File: src/rtl/fft_stream_ctrl.sv
// Host-side streaming controller for fft_top: loads a frame into RAM_A, starts the core, streams results back.
// Optional build macro FFT_STREAM_TLAST_EN adds iS_LAST/oM_LAST with early frame end and zero padding.
module fft_stream_ctrl #(
   parameter int ADDR_W = 9,
   parameter int DATA_W = 16,
   parameter int RD_LAT = 1
) (
   input  logic              iCLK,
   input  logic              iRESET,
   input  logic [DATA_W-1:0] iS_DATA,
   input  logic              iS_VALID,
   output logic              oS_READY,
`ifdef FFT_STREAM_TLAST_EN
   input  logic              iS_LAST,
   output logic              oM_LAST,
`endif
   output logic [DATA_W:0]   oM_DATA,
   output logic [ADDR_W+1:0] oM_INDEX,
   output logic              oM_VALID,
   input  logic              iM_READY,
   output logic [DATA_W-1:0] oFFT_DATA,
   output logic [ADDR_W-1:0] oFFT_ADDR_WR_0,
   output logic [ADDR_W-1:0] oFFT_ADDR_WR_1,
   output logic [ADDR_W-1:0] oFFT_ADDR_WR_2,
   output logic [ADDR_W-1:0] oFFT_ADDR_WR_3,
   output logic              oFFT_WE_0,
   output logic              oFFT_WE_1,
   output logic              oFFT_WE_2,
   output logic              oFFT_WE_3,
   output logic [ADDR_W-1:0] oFFT_ADDR_RD_0,
   output logic [ADDR_W-1:0] oFFT_ADDR_RD_1,
   output logic [ADDR_W-1:0] oFFT_ADDR_RD_2,
   output logic [ADDR_W-1:0] oFFT_ADDR_RD_3,
   input  logic [DATA_W:0]   iFFT_RE_0,
   input  logic [DATA_W:0]   iFFT_RE_1,
   input  logic [DATA_W:0]   iFFT_RE_2,
   input  logic [DATA_W:0]   iFFT_RE_3,
   output logic              oFFT_START,
   input  logic              iFFT_RDY,
   output logic              oBUSY,
   output logic              oDONE
);

   localparam int NW    = ADDR_W + 2;
   localparam int LAT_W = (RD_LAT > 1) ? $clog2(RD_LAT) : 1;
   localparam logic [NW-1:0]     N_LAST = {NW{1'b1}};
   localparam logic [NW-1:0]     N_ONE  = NW'(1);
   localparam logic [ADDR_W-1:0] K_LAST = {ADDR_W{1'b1}};
   localparam logic [ADDR_W-1:0] K_ONE  = ADDR_W'(1);

   typedef enum logic [3:0] {
      S_IDLE, S_LOAD, S_PAD, S_START, S_WAIT,
      S_RDADDR, S_RDLAT, S_CAPTURE, S_EMIT, S_DONE
   } state_t;

   state_t            state_q;
   logic [NW-1:0]     n_q;
   logic [NW-1:0]     n_d;
   logic [ADDR_W-1:0] k_q;
   logic [1:0]        b_q;
   logic [1:0]        b_d;
   logic [LAT_W-1:0]  lat_q;
   logic              rdy_prev_q;
   logic              start_q;
   logic              done_q;
   logic              m_valid_q;
   logic              m_last_q;
   logic [DATA_W:0]   m_data_q;
   logic [NW-1:0]     m_index_q;
   logic [DATA_W:0]   hold_q [4];

   logic [DATA_W:0]   re_in [4];
   logic [3:0]        we_vec;
   logic              s_accept;
   logic              pad_wr;
   logic              wr_phase;
   logic              rd_phase;
   logic [ADDR_W-1:0] wr_addr;
   logic [ADDR_W-1:0] rd_addr;

   assign n_d      = n_q + N_ONE;
   assign b_d      = b_q + 2'd1;
   assign s_accept = (state_q == S_LOAD) && iS_VALID;
   assign pad_wr   = (state_q == S_PAD);
   assign wr_phase = (state_q == S_LOAD) || (state_q == S_PAD);
   assign rd_phase = (state_q == S_RDADDR) || (state_q == S_RDLAT) || (state_q == S_CAPTURE);
   assign wr_addr  = wr_phase ? n_q[NW-1:2] : '0;
   assign rd_addr  = rd_phase ? k_q : '0;

   assign re_in[0] = iFFT_RE_0;
   assign re_in[1] = iFFT_RE_1;
   assign re_in[2] = iFFT_RE_2;
   assign re_in[3] = iFFT_RE_3;

   // Sample n lands in bank n[1:0]; padding writes reuse the same decode with zero data.
   generate
      for (genvar gi = 0; gi < 4; gi++) begin : g_we
         assign we_vec[gi] = (s_accept || pad_wr) && (n_q[1:0] == 2'(gi));
      end
   endgenerate

   assign oFFT_WE_0      = we_vec[0];
   assign oFFT_WE_1      = we_vec[1];
   assign oFFT_WE_2      = we_vec[2];
   assign oFFT_WE_3      = we_vec[3];
   assign oFFT_ADDR_WR_0 = wr_addr;
   assign oFFT_ADDR_WR_1 = wr_addr;
   assign oFFT_ADDR_WR_2 = wr_addr;
   assign oFFT_ADDR_WR_3 = wr_addr;
   assign oFFT_ADDR_RD_0 = rd_addr;
   assign oFFT_ADDR_RD_1 = rd_addr;
   assign oFFT_ADDR_RD_2 = rd_addr;
   assign oFFT_ADDR_RD_3 = rd_addr;
   assign oFFT_DATA      = (state_q == S_LOAD) ? iS_DATA : '0;
   assign oS_READY       = (state_q == S_LOAD);
   assign oBUSY          = (state_q != S_IDLE);
   assign oFFT_START     = start_q;
   assign oDONE          = done_q;
   assign oM_VALID       = m_valid_q;
   assign oM_DATA        = m_data_q;
   assign oM_INDEX       = m_index_q;
`ifdef FFT_STREAM_TLAST_EN
   assign oM_LAST        = m_last_q;
`endif

   always_ff @(posedge iCLK) begin
      if (iRESET) begin
         state_q    <= S_IDLE;
         n_q        <= '0;
         k_q        <= '0;
         b_q        <= '0;
         lat_q      <= '0;
         rdy_prev_q <= 1'b0;
         start_q    <= 1'b0;
         done_q     <= 1'b0;
         m_valid_q  <= 1'b0;
         m_last_q   <= 1'b0;
         m_data_q   <= '0;
         m_index_q  <= '0;
         for (int i = 0; i < 4; i++) hold_q[i] <= '0;
      end else begin
         rdy_prev_q <= iFFT_RDY;
         start_q    <= 1'b0;
         done_q     <= 1'b0;
         case (state_q)
            S_IDLE: begin
               if (iS_VALID) state_q <= S_LOAD;
            end
            S_LOAD: begin
               if (iS_VALID) begin
                  if (n_q == N_LAST) begin
                     n_q     <= '0;
                     start_q <= 1'b1;
                     state_q <= S_START;
`ifdef FFT_STREAM_TLAST_EN
                  end else if (iS_LAST) begin
                     n_q     <= n_d;
                     state_q <= S_PAD;
`endif
                  end else begin
                     n_q <= n_d;
                  end
               end
            end
            S_PAD: begin
               if (n_q == N_LAST) begin
                  n_q     <= '0;
                  start_q <= 1'b1;
                  state_q <= S_START;
               end else begin
                  n_q <= n_d;
               end
            end
            S_START: state_q <= S_WAIT;
            // Only a fresh 0->1 transition counts; a level left high from before START is ignored.
            S_WAIT: begin
               if (iFFT_RDY && !rdy_prev_q) state_q <= S_RDADDR;
            end
            S_RDADDR: begin
               lat_q   <= '0;
               state_q <= (RD_LAT == 0) ? S_CAPTURE : S_RDLAT;
            end
            S_RDLAT: begin
               if (lat_q == LAT_W'(RD_LAT - 1)) state_q <= S_CAPTURE;
               else                             lat_q   <= lat_q + LAT_W'(1);
            end
            S_CAPTURE: begin
               for (int i = 0; i < 4; i++) hold_q[i] <= re_in[i];
               m_data_q  <= re_in[0];
               m_index_q <= {k_q, 2'b00};
               m_valid_q <= 1'b1;
               m_last_q  <= 1'b0;
               b_q       <= 2'd0;
               state_q   <= S_EMIT;
            end
            S_EMIT: begin
               if (m_valid_q && iM_READY) begin
                  if (b_q != 2'd3) begin
                     b_q       <= b_d;
                     m_data_q  <= hold_q[b_d];
                     m_index_q <= {k_q, b_d};
                     m_last_q  <= (k_q == K_LAST) && (b_d == 2'd3);
                  end else begin
                     m_valid_q <= 1'b0;
                     m_last_q  <= 1'b0;
                     b_q       <= 2'd0;
                     if (k_q == K_LAST) begin
                        k_q     <= '0;
                        done_q  <= 1'b1;
                        state_q <= S_DONE;
                     end else begin
                        k_q     <= k_q + K_ONE;
                        state_q <= S_RDADDR;
                     end
                  end
               end
            end
            S_DONE:  state_q <= S_IDLE;
            default: state_q <= S_IDLE;
         endcase
      end
   end

endmodule

File: config.mk
export PLATFORM = sky130hd
export DESIGN_NAME = fft_stream_ctrl
export DESIGN_NICKNAME = d
export VERILOG_FILES = /design/src/rtl/fft_stream_ctrl.sv
export SDC_FILE = /design/constraint.sdc
export NUM_CORES = 1
export LEC_CHECK = 0
export BUFFER_PORTS_ARGS = -buffer_cell sky130_fd_sc_hd__buf_2
export CORE_ASPECT_RATIO = 1.75
export CORE_MARGIN = 2
export CORE_UTILIZATION = 30
export DETAILED_ROUTE_END_ITERATION = 10
export HOLD_SLACK_MARGIN = 0.15
export SKIP_LAST_GASP = 1
export SYNTH_ARGS = -nofsm -noshare
export SYNTH_HDL_FRONTEND = slang
export SYNTH_SLANG_ARGS = --single-unit
File: constraint.sdc
create_clock -name iCLK -period 4.5 [get_ports iCLK]
set_input_delay 0.9 -clock iCLK [delete_from_list [all_inputs] [get_ports iCLK]]
set_output_delay 0.9 -clock iCLK [all_outputs]
set_load 0.05 [all_outputs]
* Yosys cells after proc, flatten, opt, wreduce, memory -nomap -nowiden
Memories as Yosys holds them, arrays and structs flattened. Index checks and enable logic that the tools add are counted.
Operators by class: add/subtract/negate cells 4, multiplexer cells 43, reductions and logical operators 25, equality and inequality tests 21, bitwise gates (word level) 7
Operator list (count):
- 17-bit 2-to-1 mux | 6
- 11-bit 2-to-1 mux | 4
- 11-bit one-hot mux with 2 select lines | 2
- 4-bit one-hot mux with 9 select lines | 1
- 17-bit one-hot mux with 2 select lines | 1
- 4-bit 2-to-1 mux | 8
- 9-bit 2-to-1 mux | 3
- 4-bit by 3-bit equality test with 1-bit output (second input constant) | 4
- 16-bit 2-to-1 mux | 1
- 2-bit inequality test (second input constant) | 8
- 11-bit by 1-bit adder with 11-bit output (second input constant) | 1
- 11-bit equality test (second input constant) | 1
- 1-bit 2-to-1 mux | 11
- 9-bit by 1-bit adder with 9-bit output (second input constant) | 1
- 9-bit equality test (second input constant) | 1
- 3-bit AND reduction | 3
- 4-bit by 2-bit equality test with 1-bit output (second input constant) | 2
- 1-bit logical AND | 7
- 1-bit one-hot mux with 2 select lines | 3
- 6-bit AND reduction | 1
- 2-bit nonzero test | 3
- 2-bit equality test (second input constant) | 2
- 4-bit by 1-bit equality test with 1-bit output (second input constant) | 1
- 4-bit equality test (second input constant) | 1
- other kinds (14) | 24
Storage, ports and cells: word-level logic and storage cells 112, register bits 59, RAM bits 68, memories kept 1
Memory list:
- hold_q | depth 4, width 17, read ports 1, clocked after memory_dff 0, wr ports 4, line 70 | logic [DATA_W:0] hold_q [4];

* Depth between registers and ports, before layout
depth after elaboration 5, mapped depth 9

* Worst setup path before layout
Ideal clock, no wire load.
path kind input port to flip-flop, from input port iRESET, to memory hold_q[0][0] (netlist name) (enable), stages 3, setup time 0.437 ns, required time 4.063 ns, path buffers 2, setup slack 0.904 ns, data arrival time 3.159 ns, cells stage by stage clkbuf_1 -> clkbuf_1 -> nand2b_1
RTL lines:
- from (decl) | line 9 | input logic iRESET,
- to (decl) | line 70

* Worst setup path after layout
from register state_q[0], to output port oFFT_ADDR_WR_0[7]
On the way: word-level cells in the longest chain between the ends 3, elaborated cells on any way between the ends 4, classes of those cells 2 x eq/ne; 1 x mux; 1 x reduce/logical
Ends and longest elaborated chain:
- from (decl) | line 56 | state_t state_q;
- from (signal assigned) | line 181 | state_q <= (RD_LAT == 0) ? S_CAPTURE : S_RDLAT;
- 4-bit by 1-bit equality test with 1-bit output or 4-bit by 2-bit equality test with 1-bit output (tied branches) | line 85 | assign wr_phase = (state_q == S_LOAD) || (state_q == S_PAD);
- 1-bit logical OR (*) | line 85
- 9-bit 2-to-1 mux (*) | line 87 | assign wr_addr = wr_phase ? n_q[NW-1:2] : '0;
- to (decl) | line 22 | output logic [ADDR_W-1:0] oFFT_ADDR_WR_0,
Every way passes the cells marked *; elsewhere a longest branch is shown, timed or not.

==> impl_summary.log <==
INFO  metric drt_pass1_iterations = 4
INFO  metric power_density_relative_to_cell_area = 385 mW/mm²
INFO  metric fraction_of_layout_instances_using_a_drive_strength_above_1 = a little over a third
INFO  metric place_inst = 984
INFO  metric post_cts_resized = 0
INFO  metric final-max-slew-violation-count = 0
INFO  metric mostFrequentLayoutCells = buf_2, and2_1, edfxtp_1, dfxtp_1, nand2_1
INFO  metric cts.hold.buffers_added = 0
INFO  metric synth_compound_area_share = 10.9%
INFO  metric edff_count_synth = 68
INFO  metric period_needed = 3.60 ns
INFO  metric io-pin-count = 214
INFO  metric layout.cells.most_common = buf_2
INFO  metric fin_cells = just over 1,000
INFO  metric post_synth_and_or_nand_nor_area_fraction = 21.3%
INFO  metric p_comb_share = 12.2%
INFO  metric endpoint_kind = output port
INFO  metric critPathMaxStageDelay = about 0.69 ns
INFO  metric detailroute.via_count = 4,965
INFO  metric synthCells = 609
INFO  metric drt-initial-drc-count = 160
INFO  metric dpl_cell_area = 0.00729 mm²
INFO  metric worstPathRequired = roughly 3.6 ns
INFO  metric post_synth_fa_ha_maj_area_fraction = 1.55%
INFO  metric globalplace.congestion = 0.811
INFO  metric clock_network_power_share = a little under half
INFO  metric globalRoute.totalOverflow = 0
INFO  metric yosys_warnings = 0
INFO  metric yosysSeqAreaShare = ~50%
INFO  metric routed_wl_per_cell = 15.9 µm
INFO  metric cts_htree_levels = 4
INFO  metric floorplan.die.height = between 150 and 200 µm
INFO  metric switchingPower = 819 µW
INFO  metric final.setup_skew = ~0.0048 ns
INFO  metric die_outline_area = ~0.023 mm²
INFO  metric setup_viol_count_final = 0
INFO  metric drv.max_cap_violation_count = 0
INFO  metric crit_fanout = 17
INFO  metric fin_total_pwr = a little over 3 mW
INFO  metric deepest_clock_path_buffer_count = 2
INFO  metric synth_fp_nets = 706
INFO  metric internal_power = 2.22 mW
INFO  metric ys_async_sr_fraction = 0%
INFO  metric crit_type = reg -> out
INFO  metric cts.reportedPaths.clkPinSlew = 0.06 ns
INFO  metric synth-xor-area-share = 0.813%
INFO  metric yosys.area.top_type = edfxtp_1
INFO  metric finish.instance_area = 0.00789 mm²
INFO  metric gr-usage-all-layers = 14.4%
INFO  metric setup_repair_after_global_routing_missed_its_margin = no
INFO  metric placement_rows = 71
INFO  metric final.setup.tns = 0 ns
INFO  metric netlist_top_cells_area = edfxtp_1, dfxtp_1, and2_1
INFO  metric drt_via_density = 4.89
INFO  metric ant_nets = 0
INFO  metric first_global_vias = around 4,800
INFO  metric cts_buffers = 17
INFO  metric critical_path.startpoint_type = register
INFO  metric hold_viol_final = 0
INFO  metric fp.coreArea = 0.0213 mm²
INFO  metric synth_top_family_by_area = simple AND/OR/NAND/NOR gates
INFO  metric dp.final_hpwl = 11,500 µm
INFO  metric sw_frac_of_total = about 27%
INFO  metric finalCritPeriodShare = 80.1%
INFO  metric synthesis.area = 0.00647 mm²
INFO  metric grt_pass1_wl = 25,300 µm
INFO  metric timing.critical_path.buf_inv = 1
INFO  metric max_slew_margin = 26.0%
INFO  metric worst_ir_drop_vdd = 0.208 mV
INFO  metric portBuffers = 213
INFO  metric clock-sinks = about 130
INFO  metric antenna_cells_inserted = 0
INFO  metric synth.lib_cells_used.distinct = 58
INFO  metric total_detailed_routing_wirelength = 16,100 µm
INFO  metric worstMarginPinSlew = between 1 and 1.5 ns
INFO  metric max_clock_freq = 277 MHz
INFO  metric drc = 0
INFO  metric p_leak = 3.42 nW
INFO  metric cp_top_family = simple AND/OR/NAND/NOR gates
INFO  metric synth_mux_area_share = 6.40%
INFO  metric holdCritPathClass = reg -> reg
INFO  metric power_frac_seq = about two fifths
INFO  metric die_w = 115 µm
INFO  metric critical_path.slowest_cell = nor2b_1
INFO  metric synth_top_area_share = between 30% and 40%
INFO  metric dominant_synthesized_flop_cell = edfxtp_1
INFO  metric tritoncts_clock_tree = done
INFO  metric clock_latency = 0.42 ns
INFO  metric ys_seq_elements = approximately 130
INFO  metric syn-mean-instance-area = roughly 11 µm²
INFO  metric nNetsFinal = 845
INFO  metric filler_cell_count = 2,176
INFO  metric post_cts.repair.setup_buffers = 0
INFO  metric root_buffer = clkbuf_16
INFO  metric area_growth_syn_to_layout = 22.1%
INFO  metric cp_data_arrival_time = 2.70 ns
INFO  metric crit_chain = nor2b_1 > o21ai_0 > nor2_1 > buf_2
INFO  metric outcome = finished clean
INFO  metric starting_density_of_the_core = 30.3%
INFO  metric pin_count_of_the_biggest_net_entering_global_routing = 69
INFO  metric antenna_found_initial = 0
kinds of logic after synthesis:
| family | count (synthesis) |
|---|---|
| simple gates | 238 |
| flops | 126 |
| compound gates | 109 |
| buf+inv | 102 |
| mux | 20 |
| fa+ha+maj | 8 |
| xor+xnor | 6 |
per-layer routing:
layer / part of all wire, % / wire length, µm / vias up / track usage (%)
li1: - / - / 2425 / -
met1: 38 / 6140 / 2386 / 15.5
met2: 56 / 8960 / 131 / 26.8
met3: 4.2 / 676 / 23 / 3.00
met4: 2.2 / 362 / 0 / 6.25
met5: 0 / 0 / - / 0
worst register-to-register path: stages, from the launching register on:
cell and delay (ns):
dfxtp_1 0.51, nor4b_4 0.76, nand2_1 0.89, a21oi_1 0.38, a311oi_1 0.07
cell type report:
| type | count | area, µm² | area share [%] |
|---|---|---|---|
| multi-input cells | 381 | 2660 | 33.7 |
| repair buffers | 216 | 1090 | 13.8 |
| clock inverters | 14 | 169 | 2.14 |
| clock buffers | 18 | 429 | 5.44 |
| well taps | 255 | 319 | 4.04 |
| flip-flops and latches | 126 | 3200 | 40.6 |
| inverters | 6 | 22.5 | 0.285 |
per-stage QoR:
| step | setup slack (ns) | hold slack [ns] | utilization, % |
|---|---|---|---|
| after floorplan | 0.904 | 0.449 | - |
| after global placement | 1.38 | 0.455 | 34.2 |
| after detailed placement | 1.29 | 0.460 | 34.2 |
| after CTS | 0.850 | 0.472 | 37.0 |
| after global routing | 0.595 | 0.506 | 37.0 |
| final | 0.896 | 0.468 | 37.0 |
flip-flops by register name, summed over array words and instances (netlist names):
signal,flops
oM_VALID,1
oFFT_START,1
b_q,2
hold_q,68
rdy_prev_q,1
n_q,11
oDONE,1
oM_INDEX,11
state_q,4
oM_DATA,17
k_q,9
power by group through the flow:
stage	Sequential (mW)	Combinational [mW]	Clock, mW
2_1_floorplan	1.28	0.282	0
3_3_place_gp	1.30	0.372	0
3_5_place_dp	1.30	0.375	0
4_1_cts	1.27	0.376	1.43
5_1_grt	1.28	0.400	1.48
6_report	1.27	0.371	1.40
synth_stat cells, types with 4 or more instances:
cell type / instances
dfxtp_1: 58
nand2b_1: 4
buf_2: 9
or4b_1: 4
nand4_1: 6
a21oi_1: 45
and3_1: 20
buf_4: 57
edfxtp_1: 68
and2_1: 90
mux4_2: 17
or3_1: 4
a311oi_1: 18
nor2_1: 20
inv_1: 6
clkbuf_1: 28
nand3_1: 15
o2111ai_1: 4
nor2b_1: 6
nand2_1: 47
o21ai_0: 20
ha_1: 8
final timing paths:
kind	from	cells after the start	endpoint	slack (ns)
worst min register to register	oM_INDEX[0]	2	oM_INDEX[0]	0.47
worst max-delay path	state_q[0]	4	oFFT_ADDR_WR_0[7]	0.90
worst min-delay path	oM_INDEX[0]	2	oM_INDEX[0]	0.47
worst max register to register	state_q[3]	4	oM_DATA[15]	1.71
Power figures use the tool's default switching activity.
